`config.mk`:
```
export PLATFORM = sky130hd
export DESIGN_NAME = video_timing
export DESIGN_NICKNAME = d
export VERILOG_FILES = /design/src/rtl/video_pkg.sv /design/src/rtl/pipe_delay.sv /design/src/rtl/video_timing.sv
export SDC_FILE = /design/constraint.sdc
export NUM_CORES = 1
export LEC_CHECK = 0
export ABC_AREA = 1
export ABC_CLOCK_PERIOD_IN_PS = 1300
export CAP_MARGIN = 20
export CORE_ASPECT_RATIO = 2
export CORE_MARGIN = 2
export CORE_UTILIZATION = 25
export CTS_BUF_LIST = sky130_fd_sc_hd__clkbuf_4 sky130_fd_sc_hd__clkbuf_8
export CTS_CLUSTER_DIAMETER = 60
export DETAILED_ROUTE_END_ITERATION = 6
export GPL_ROUTABILITY_DRIVEN = 0
export GPL_TIMING_DRIVEN = 0
export HOLD_SLACK_MARGIN = 0.02
export SLEW_MARGIN = 25
export SYNTH_ARGS = -nofsm -noshare
export SYNTH_HDL_FRONTEND = slang
export SYNTH_HIERARCHICAL = 1
export SYNTH_SLANG_ARGS = --single-unit
```
`constraint.sdc`:
```
create_clock -name clk -period 1.3 [get_ports clk]
set_clock_uncertainty 0.1 [all_clocks]
set_input_delay 0.26 -clock clk [delete_from_list [all_inputs] [get_ports clk]]
set_output_delay 0.26 -clock clk [all_outputs]
set_load 0.005 [all_outputs]
```
`src/rtl/video_pkg.sv`:
```
`default_nettype none
// ============================================================================
// Module      : video_pkg
// Description : Shared definitions for the raster/pixel output stage:
//               default 640x480@60 timing, frame-size helper, RGB565 layout
//               and the default sync polarity.
// Revision    : 1.0 - initial release
// ============================================================================
package video_pkg;

    // Default 640x480 timing (pixel clocks / lines)
    localparam int c_h_visible     = 640;
    localparam int c_h_front       = 16;
    localparam int c_h_sync        = 96;
    localparam int c_h_back        = 48;
    localparam int c_v_visible     = 480;
    localparam int c_v_front       = 10;
    localparam int c_v_sync        = 2;
    localparam int c_v_back        = 33;

    // Clocks from x/y_coord to valid color out of the gpu
    localparam int c_pixel_latency = 2;

    // Counters are 10 bits wide, so neither total may exceed this
    localparam int c_max_total     = 1024;

    // Active level of hsync/vsync (VGA 640x480 uses negative syncs)
    localparam bit c_sync_active   = 1'b0;

    typedef struct packed {
        logic [4:0] r;
        logic [5:0] g;
        logic [4:0] b;
    } rgb565_t;

    function automatic int calc_total(input int visible, input int front,
                                      input int sync, input int back);
        return visible + front + sync + back;
    endfunction

endpackage
`default_nettype wire

```
`src/rtl/pipe_delay.sv`:
```
`default_nettype none
// ============================================================================
// Module      : pipe_delay
// Description : Resettable shift register of DEPTH stages, WIDTH bits each.
//               Every stage loads i_rst_val while rst is high. DEPTH == 0
//               is a plain wire.
// Ports       : clk       - clock
//               rst       - synchronous active-high reset
//               i_rst_val - value loaded into every stage on reset
//               i_din     - data in
//               o_dout    - data in, delayed DEPTH clocks
// Revision    : 1.0 - initial release
// ============================================================================
module pipe_delay #(
    parameter int WIDTH = 1,
    parameter int DEPTH = 1
) (
    input  logic             clk,
    input  logic             rst,
    input  logic [WIDTH-1:0] i_rst_val,
    input  logic [WIDTH-1:0] i_din,
    output logic [WIDTH-1:0] o_dout
);

    generate
        if (DEPTH == 0) begin : g_bypass
            assign o_dout = i_din;
        end else begin : g_shift
            logic [WIDTH-1:0] r_stage [DEPTH];

            always_ff @(posedge clk) begin
                if (rst) begin
                    for (int i = 0; i < DEPTH; i++) begin
                        r_stage[i] <= i_rst_val;
                    end
                end else begin
                    r_stage[0] <= i_din;
                    for (int i = 1; i < DEPTH; i++) begin
                        r_stage[i] <= r_stage[i-1];
                    end
                end
            end

            assign o_dout = r_stage[DEPTH-1];
        end
    endgenerate

endmodule
`default_nettype wire

```
`src/rtl/video_timing.sv`:
```
`default_nettype none
// ============================================================================
// Module      : video_timing
// Description : Raster generator and pixel output stage for the rectangle
//               GPU. Drives x/y_coord to the gpu, takes RGB565 color back
//               PIXEL_LATENCY clocks later and emits VGA sync, data-enable
//               and RGB, all aligned. Pulses copy_start on the first
//               vertical-blanking line so the gpu can be refilled.
// Ports       : clk        - pixel clock
//               reset      - synchronous active-high reset
//               copy_start - one-cycle pulse at (h=0, v=V_VISIBLE)
//               x_coord    - current column (h counter)
//               y_coord    - current row (v counter)
//               color      - RGB565 from gpu, PIXEL_LATENCY clocks after coords
//               vga_hsync  - horizontal sync
//               vga_vsync  - vertical sync
//               vga_de     - data enable
//               vga_r/g/b  - 5/6/5 pixel color, zero during blanking
// Options     : VIDEO_TEST_PATTERN_EN - when defined, color is ignored and
//               active video shows 8 vertical color bars.
// Revision    : 1.0 - initial release
// ============================================================================
module video_timing
    import video_pkg::*;
#(
    parameter int H_VISIBLE     = c_h_visible,
    parameter int H_FRONT       = c_h_front,
    parameter int H_SYNC        = c_h_sync,
    parameter int H_BACK        = c_h_back,
    parameter int V_VISIBLE     = c_v_visible,
    parameter int V_FRONT       = c_v_front,
    parameter int V_SYNC        = c_v_sync,
    parameter int V_BACK        = c_v_back,
    parameter int PIXEL_LATENCY = c_pixel_latency,
    parameter bit SYNC_ACTIVE   = c_sync_active
) (
    input  logic        clk,
    input  logic        reset,
    output logic        copy_start,
    output logic [9:0]  x_coord,
    output logic [9:0]  y_coord,
    input  logic [15:0] color,
    output logic        vga_hsync,
    output logic        vga_vsync,
    output logic        vga_de,
    output logic [4:0]  vga_r,
    output logic [5:0]  vga_g,
    output logic [4:0]  vga_b
);

    localparam int c_h_total = calc_total(H_VISIBLE, H_FRONT, H_SYNC, H_BACK);
    localparam int c_v_total = calc_total(V_VISIBLE, V_FRONT, V_SYNC, V_BACK);

    generate
        if (c_h_total > c_max_total) begin : g_h_total_chk
            $error("video_timing: H_TOTAL %0d exceeds %0d", c_h_total, c_max_total);
        end
        if (c_v_total > c_max_total) begin : g_v_total_chk
            $error("video_timing: V_TOTAL %0d exceeds %0d", c_v_total, c_max_total);
        end
        if (PIXEL_LATENCY < 0 || PIXEL_LATENCY > 7) begin : g_latency_chk
            $error("video_timing: PIXEL_LATENCY %0d outside 0..7", PIXEL_LATENCY);
        end
    endgenerate

    localparam logic [9:0]  c_h_last   = 10'(c_h_total - 1);
    localparam logic [9:0]  c_v_last   = 10'(c_v_total - 1);
    localparam logic [9:0]  c_cs_line  = 10'(V_VISIBLE);
    // Window bounds are 11 bits so an end bound of exactly 1024 still compares correctly
    localparam logic [10:0] c_h_vis    = 11'(H_VISIBLE);
    localparam logic [10:0] c_hs_beg   = 11'(H_VISIBLE + H_FRONT);
    localparam logic [10:0] c_hs_end   = 11'(H_VISIBLE + H_FRONT + H_SYNC);
    localparam logic [10:0] c_v_vis    = 11'(V_VISIBLE);
    localparam logic [10:0] c_vs_beg   = 11'(V_VISIBLE + V_FRONT);
    localparam logic [10:0] c_vs_end   = 11'(V_VISIBLE + V_FRONT + V_SYNC);

    // ------------------------------------------------------------------------
    // Raster counters
    // ------------------------------------------------------------------------
    logic [9:0] r_h_cnt;
    logic [9:0] r_v_cnt;

    always_ff @(posedge clk) begin
        if (reset) begin
            r_h_cnt <= '0;
            r_v_cnt <= '0;
        end else if (r_h_cnt == c_h_last) begin
            r_h_cnt <= '0;
            r_v_cnt <= (r_v_cnt == c_v_last) ? 10'd0 : r_v_cnt + 10'd1;
        end else begin
            r_h_cnt <= r_h_cnt + 10'd1;
        end
    end

    assign x_coord    = r_h_cnt;
    assign y_coord    = r_v_cnt;
    assign copy_start = (r_h_cnt == 10'd0) && (r_v_cnt == c_cs_line);

    // ------------------------------------------------------------------------
    // Raw (coordinate-time) control, delayed to line up with the gpu color
    // ------------------------------------------------------------------------
    logic [10:0] w_h;
    logic [10:0] w_v;
    logic        w_de_raw;
    logic        w_hs_raw;
    logic        w_vs_raw;
    logic [2:0]  w_ctl_dly;

    assign w_h      = {1'b0, r_h_cnt};
    assign w_v      = {1'b0, r_v_cnt};
    assign w_de_raw = (w_h < c_h_vis) && (w_v < c_v_vis);
    assign w_hs_raw = ((w_h >= c_hs_beg) && (w_h < c_hs_end)) ? SYNC_ACTIVE : ~SYNC_ACTIVE;
    assign w_vs_raw = ((w_v >= c_vs_beg) && (w_v < c_vs_end)) ? SYNC_ACTIVE : ~SYNC_ACTIVE;

    // After PIXEL_LATENCY stages the control bits sit alongside the color
    // the gpu is returning for the same coordinate; one more register below
    // produces the outputs.
    pipe_delay #(
        .WIDTH (3),
        .DEPTH (PIXEL_LATENCY)
    ) u_ctl_dly (
        .clk       (clk),
        .rst       (reset),
        .i_rst_val ({1'b0, ~SYNC_ACTIVE, ~SYNC_ACTIVE}),
        .i_din     ({w_de_raw, w_hs_raw, w_vs_raw}),
        .o_dout    (w_ctl_dly)
    );

    // ------------------------------------------------------------------------
    // Pixel source
    // ------------------------------------------------------------------------
    rgb565_t w_pix;

`ifdef VIDEO_TEST_PATTERN_EN
    localparam int c_bar_w = H_VISIBLE / 8;

    logic [2:0] w_bar;
    logic [2:0] w_bar_dly;

    // Highest threshold crossed gives the bar index; avoids a divider when
    // the bar width is not a power of two.
    always_comb begin
        w_bar = 3'd0;
        for (int i = 1; i < 8; i++) begin
            if (w_h >= 11'(i * c_bar_w)) begin
                w_bar = 3'(i);
            end
        end
    end

    // Same latency as the gpu path so bars land on the right pixels
    pipe_delay #(
        .WIDTH (3),
        .DEPTH (PIXEL_LATENCY)
    ) u_bar_dly (
        .clk       (clk),
        .rst       (reset),
        .i_rst_val (3'd0),
        .i_din     (w_bar),
        .o_dout    (w_bar_dly)
    );

    always_comb begin
        w_pix.r = w_bar_dly[2] ? 5'h1F : 5'h00;
        w_pix.g = w_bar_dly[1] ? 6'h3F : 6'h00;
        w_pix.b = w_bar_dly[0] ? 5'h1F : 5'h00;
    end
`else
    assign w_pix = rgb565_t'(color);
`endif

    // ------------------------------------------------------------------------
    // Output register stage
    // ------------------------------------------------------------------------
    logic    r_de;
    logic    r_hs;
    logic    r_vs;
    rgb565_t r_rgb;

    always_ff @(posedge clk) begin
        if (reset) begin
            r_de  <= 1'b0;
            r_hs  <= ~SYNC_ACTIVE;
            r_vs  <= ~SYNC_ACTIVE;
            r_rgb <= '0;
        end else begin
            {r_de, r_hs, r_vs} <= w_ctl_dly;
            // Blanking forces black regardless of what the gpu drives
            r_rgb <= w_ctl_dly[2] ? w_pix : '0;
        end
    end

    assign vga_de    = r_de;
    assign vga_hsync = r_hs;
    assign vga_vsync = r_vs;
    assign vga_r     = r_rgb.r;
    assign vga_g     = r_rgb.g;
    assign vga_b     = r_rgb.b;

endmodule
`default_nettype wire
```
Yosys cells after proc, flatten, opt, wreduce, memory -nomap -nowiden:

Memories as Yosys holds them, arrays and structs flattened.
Cells that the tools add are included.

* $add $sub $neg: 2
* $lt $le $gt $ge: 6
* equality and inequality tests: 3
* muxes and demuxes: 8
* bitwise operators: 3
* reduce and logical (&&, ||, !) cells: 7

Operators by type and width (number)
* adder 10 x 1 -> 10 bit (second input constant): 2
* equality test 10 bit (second input constant): 2
* < comparator 10 bit (second input constant): 2
* < comparator 10 x 9 -> 1 bit (second input constant): 2
* equality test 10 x 9 -> 1 bit (second input constant): 1
* >= comparator 10 bit (second input constant): 1
* >= comparator 10 x 9 -> 1 bit (second input constant): 1
* zero test 10 bit: 1
* 2-to-1 mux 10 bit: 1
* 2-to-1 mux 3 bit: 2
* 2-to-1 mux 1 bit: 5
* logical AND 1 bit: 4
* OR reduction 2 bit: 2
* bitwise OR 1 bit: 2
* NOT 1 bit: 1

* register bits after elaboration: 39
* memory bits (writable): 6
* output and inout port bits: 40
* word-level logic and storage cells: 38
* memories: 1

Memories
* u_ctl_dly.g_shift.r_stage: words 2, bits a word 3, rd ports 2, clocked after Yosys merged registers in 0, write ports 2, line pipe_delay.sv:29 `logic [WIDTH-1:0] r_stage [DEPTH];`

Depth between registers and ports, before layout:

* depth after elaboration: 4
* mapped depth: 10

Modules after synthesis:

Netlist, hierarchy kept.

Modules (own cells, without submodules)
* video_timing: times used 1, cells each 237, area an instance 1676.6 µm²
* pipe_delay: times used 1, cells each 25, area an instance 202.7 µm²

Worst setup path before layout:

OpenSTA, ideal clock, no wires.

* path type: flip-flop to flip-flop
* from: register r_h_cnt[0] (netlist: x_coord[0])
* to: register r_v_cnt[4] (netlist: y_coord[4])
* setup time: 120 ps
* arrival: 1258 ps
* slack: -177 ps
* cell stages (with the launch flop): 10
* buffers on the path: 1
* cell sequence: dfxtp_1 -> ha_1 -> nand2_2 -> nor2_4 -> nand2_2 -> nor2_2 -> buf_6 -> nand3_1 -> nand2_1 -> nor2_2

* longest elaborated chain between the ends: 1

RTL lines
* from (decl): line video_timing.sv:80 `logic [9:0] r_h_cnt;`
* from (signal assigned): line video_timing.sv:91 `r_h_cnt <= r_h_cnt + 10'd1;`
* equality test 10 bit: line video_timing.sv:87 `end else if (r_h_cnt == c_h_last) begin`
* to (signal assigned): line video_timing.sv:89 `r_v_cnt <= (r_v_cnt == c_v_last) ? 10'd0 : r_v_cnt + 10'd1;`
* to (decl): line video_timing.sv:81 `logic [9:0] r_v_cnt;`

No other way between the ends.
A chain may end at the register's enable or synchronous reset.

Final worst setup path:

* from: register r_h_cnt[0] (netlist: x_coord[0])
* to: output copy_start

* longest elaborated chain between the ends: 2

RTL lines
* zero test 10 bit: line video_timing.sv:97 `assign copy_start = (r_h_cnt == 10'd0) && (r_v_cnt == c_cs_line);`
* logical AND 1 bit: line video_timing.sv:97
* to (decl): line video_timing.sv:39 `output logic copy_start,`

No other way between the ends.

==> implementation parameters <==
Parameter                              Value

Status
  Status    finished with violations
  Failing checks    negative setup slack

Synthesis
  Number of distinct library cell variants in the gate-level netlist after synthesis    24
  Top cells by area in the synthesized netlist    sky130_fd_sc_hd__dfxtp_1, sky130_fd_sc_hd__nand2_1, sky130_fd_sc_hd__nor2_1
  Avg Cell Area, Syn    7.173 um^2
  Share of the yosys chip area belonging to registers    a little under half
  Most used flip-flop cell after synthesis    sky130_fd_sc_hd__dfxtp_1
  Post-synthesis cell type with the largest combined area    sky130_fd_sc_hd__dfxtp_1
  Count of mapped cells out of synthesis    ~260
  Dominant combinational cell family by area after synthesis    simple AND/OR/NAND/NOR gates
  Post-synthesis share of cell area spent on full adders, half adders and majority gates    roughly 2.7%
  Synthesized flop and latch total    45
  Post-Synth Simple-Gate Area    33.82%
  Xor-xnor portion of the synthesized cell area    1.398%
  Post-synthesis async set-or-reset flop share    0%
  Synthesized-area fraction occupied by ao, oa, aoi and oai cells    3.129%
  Yosys warning total    6
  Top-area cell type share of the netlist area    47.94%
  Post-synth EDFFs    0
  Multiplexer area fraction after synthesis    0%
  Cell area after synthesis    1879 um^2

Routing
  Number of design rule violations left after detail routing    0
  Average wire per standard cell    12.44 um
  Drt initial violations    80
  Final Routed Wirelength    5687 um
  Routed vias/inst    between 4 and 5
  First-pass iteration count of the detailed router    4
  Residual antenna-violating net count after detailed routing    0
  DR vias    1981

Floorplanning
  Number of placement rows    44
  Starting utilization of the core area    25.86%
  Overall die width    65.31 um
  Total die area    8269 um^2
  Core ar.    7267 um^2
  Die Height    126.6 um
  # IOs    58

Place
  HPWL reported at the end of detailed placement    3738 um
  # placed instances    412
  Pre-CTS WS    -0.8003 ns
  Number of port buffers    57
  Area after DPL    2624 um^2

Power
  Total Power Consumption    roughly 2700 uW
  Leakage    0.001512 uW
  Power density over the cells    just over 800 nW/um^2
  Peak supply drop    between 0.5 and 0.6 mV

Critical path
  Type of the worst setup path    register to primary output
  Worst reg2reg setup slack    -0.37 ns
  Type of element capturing the critical path    primary output
  Worst path required time    0.94 ns
  Critical Path Source Type    register
  FF-to-FF Start    x_coord[1]
  Arrival time worst endpoint    1.42 ns
  Largest fanout on the critical path    2
  Worst Setup SP    x_coord[0]

Final layout
  Final #Nets    386
  Final Non-Filler Cells    457
  Layout cell share with drive strength beyond 1    about two fifths
  Area growth syn-to-layout    71.04%
  FILL cells    766
  Number of diodes    0
  Fin area    3214 um^2

GRT
  First-pass GRT wire length    9094 um
  Via count of the first global-routing pass    1973
  Gr usage total    14.43%
  Pin count of the biggest net entering global routing    14
  Initial antenna violation count    0
  Total congestion overflow after global routing    0

STA
  Final Critical Period    1.780 ns
  Pins over their slew limit    0
  Unrepaired setup endpoints after global routing    yes
  Final Hold Viols    0
  Number of setup violations in the final report    22
  Worst Slack Setup Final    -0.4801 ns
  Fmax    approximately 560 MHz
  Final setup TNS    -6.099 ns
  Portion of the clock cycle consumed by the worst path in the final layout    136.9%

Hold path
  Class of the most critical hold timing path    primary input to register
  Min-delay src    reset

Flow run
  Max-cap viol count    0

CTS
  CTS HTree Levels    2
  Number of buffers created by CTS    5
  Clock transition at the register clock pins on the worst setup and hold paths after CTS    around 0.08 ns
  TritonCTS clock tree    done
  Clock Sink Count    between 40 and 50
  Root buffer selected by CTS    sky130_fd_sc_hd__clkbuf_8
  Clock network latency to the later pin of the worst-skew pair    roughly 0.30 ns
  Count of hold buffers inserted by post-cts repair    0
  Deepest clock path buffer count    2
==> cell usage in the layout (no fill, tap or decap), drive strengths merged, types with 5 or more instances in the layout <==
master	Yosys	final
a21oi	5	5
buf	5	55
clkbuf	0	9
clkdlybuf4s15	0	6
clkdlybuf4s50	0	16
dfxtp	45	45
dlygate4sd2	0	19
inv	43	42
nand2	66	66
nand3	14	14
nand4	6	6
nor2	56	56
==> per-stage QoR <==
| step | utilization, % | hold slack [ns] |
|---|---|---|
| after CTS | 42.11 | 0.2548 |
| after detailed placement | 36.11 | 0.3094 |
| final | 44.23 | 0.2709 |
| after floorplan | - | 0.2315 |
| after global routing | 44.23 | 0.2998 |
| after global placement | 36.11 | 0.3052 |
==> state kept, by name, summed over array words and instances (netlist names) <==
register                   flops
vga_vsync                      1
vga_de                         1
y_coord                       10
vga_r                          5
vga_g                          6
vga_hsync                      1
vga_b                          5
u_ctl_dly/g_shift.r_stage      6
x_coord                       10
==> cells in the mapped netlist, types with 2 or more instances <==
master,n
sky130_fd_sc_hd__nand2_1,63
sky130_fd_sc_hd__nor2_1,53
sky130_fd_sc_hd__dfxtp_1,45
sky130_fd_sc_hd__inv_1,41
sky130_fd_sc_hd__nand3_1,14
sky130_fd_sc_hd__nand4_1,6
sky130_fd_sc_hd__a21oi_1,5
sky130_fd_sc_hd__ha_1,4
sky130_fd_sc_hd__buf_4,3
sky130_fd_sc_hd__nand2_2,3
sky130_fd_sc_hd__xor2_1,3
sky130_fd_sc_hd__conb_1,2
sky130_fd_sc_hd__inv_2,2
sky130_fd_sc_hd__nor2_2,2
sky130_fd_sc_hd__nor3_1,2
sky130_fd_sc_hd__nor3b_1,2
sky130_fd_sc_hd__nor4_1,2
sky130_fd_sc_hd__o21ai_0,2
sky130_fd_sc_hd__o21bai_1,2
sky130_fd_sc_hd__or2_2,2
==> per-layer routing <==
| metal | vias to the layer above | wire length, um | global-route usage, % |
|---|---|---|---|
| met5 | - | 0 | 0 |
| met4 | 0 | 229 | 8.701 |
| met3 | 18 | 172 | 2.394 |
| met2 | 44 | 3418 | 27.73 |
| met1 | 920 | 1866 | 13.49 |
| li1 | 999 | - | - |
==> critical path, stage by stage (launching register included) <==
cell,delay (ns)
sky130_fd_sc_hd__dfxtp_4,0.35
sky130_fd_sc_hd__inv_2,0.07
sky130_fd_sc_hd__ha_4,0.12
sky130_fd_sc_hd__inv_2,0.03
sky130_fd_sc_hd__nor2_2,0.09
sky130_fd_sc_hd__nand4_1,0.12
sky130_fd_sc_hd__nor3b_2,0.20
sky130_fd_sc_hd__buf_2,0.14
==> repair_timing <==
action | 4_1_cts | 5_1_grt
setup buffers | 30 | 7
cloned | 1 | 0
hold endpoints to repair | 0 | 0
setup endpoints to repair | 76 | 43
pin swaps | 11 | 17
resized for setup | 146 | 37
==> report_power, final <==
group	total (uW)	internal (uW)	switching, uW
registers	1420	1400	16.9
clock network	955	481	474
logic	283	159	124
total	2660	2040	615
==> final timing paths <==
path,cells past startpoint,endpoint
max,7,copy_start
min reg2reg,2,u_ctl_dly/g_shift.r_stage[0][5]
max reg2reg,12,y_coord[7]
min,2,y_coord[5]
==> area by class of cell <==
type / instances / area (um^2) / share of cell area (%)
sequential: 45 / 963.4 / 29.97
clock buffer: 7 / 96.34 / 2.997
inverter: 43 / 167.7 / 5.216
clock inverter: 1 / 5.005 / 0.1557
buffer: 5 / 38.79 / 1.207
timing repair buffer: 94 / 819.5 / 25.50
multi-input combinational: 170 / 1008 / 31.37
tap: 92 / 115.1 / 3.581
==> logic make-up after synthesis <==
group | Yosys count
flip-flops | 45
AO/OA/AOI/OAI | 10
other | 2
AND/OR/NAND/NOR | 150
buffers and inverters | 48
adder cells (fa/ha/maj) | 4
XOR/XNOR | 3
(Power assumes the default switching activity.)
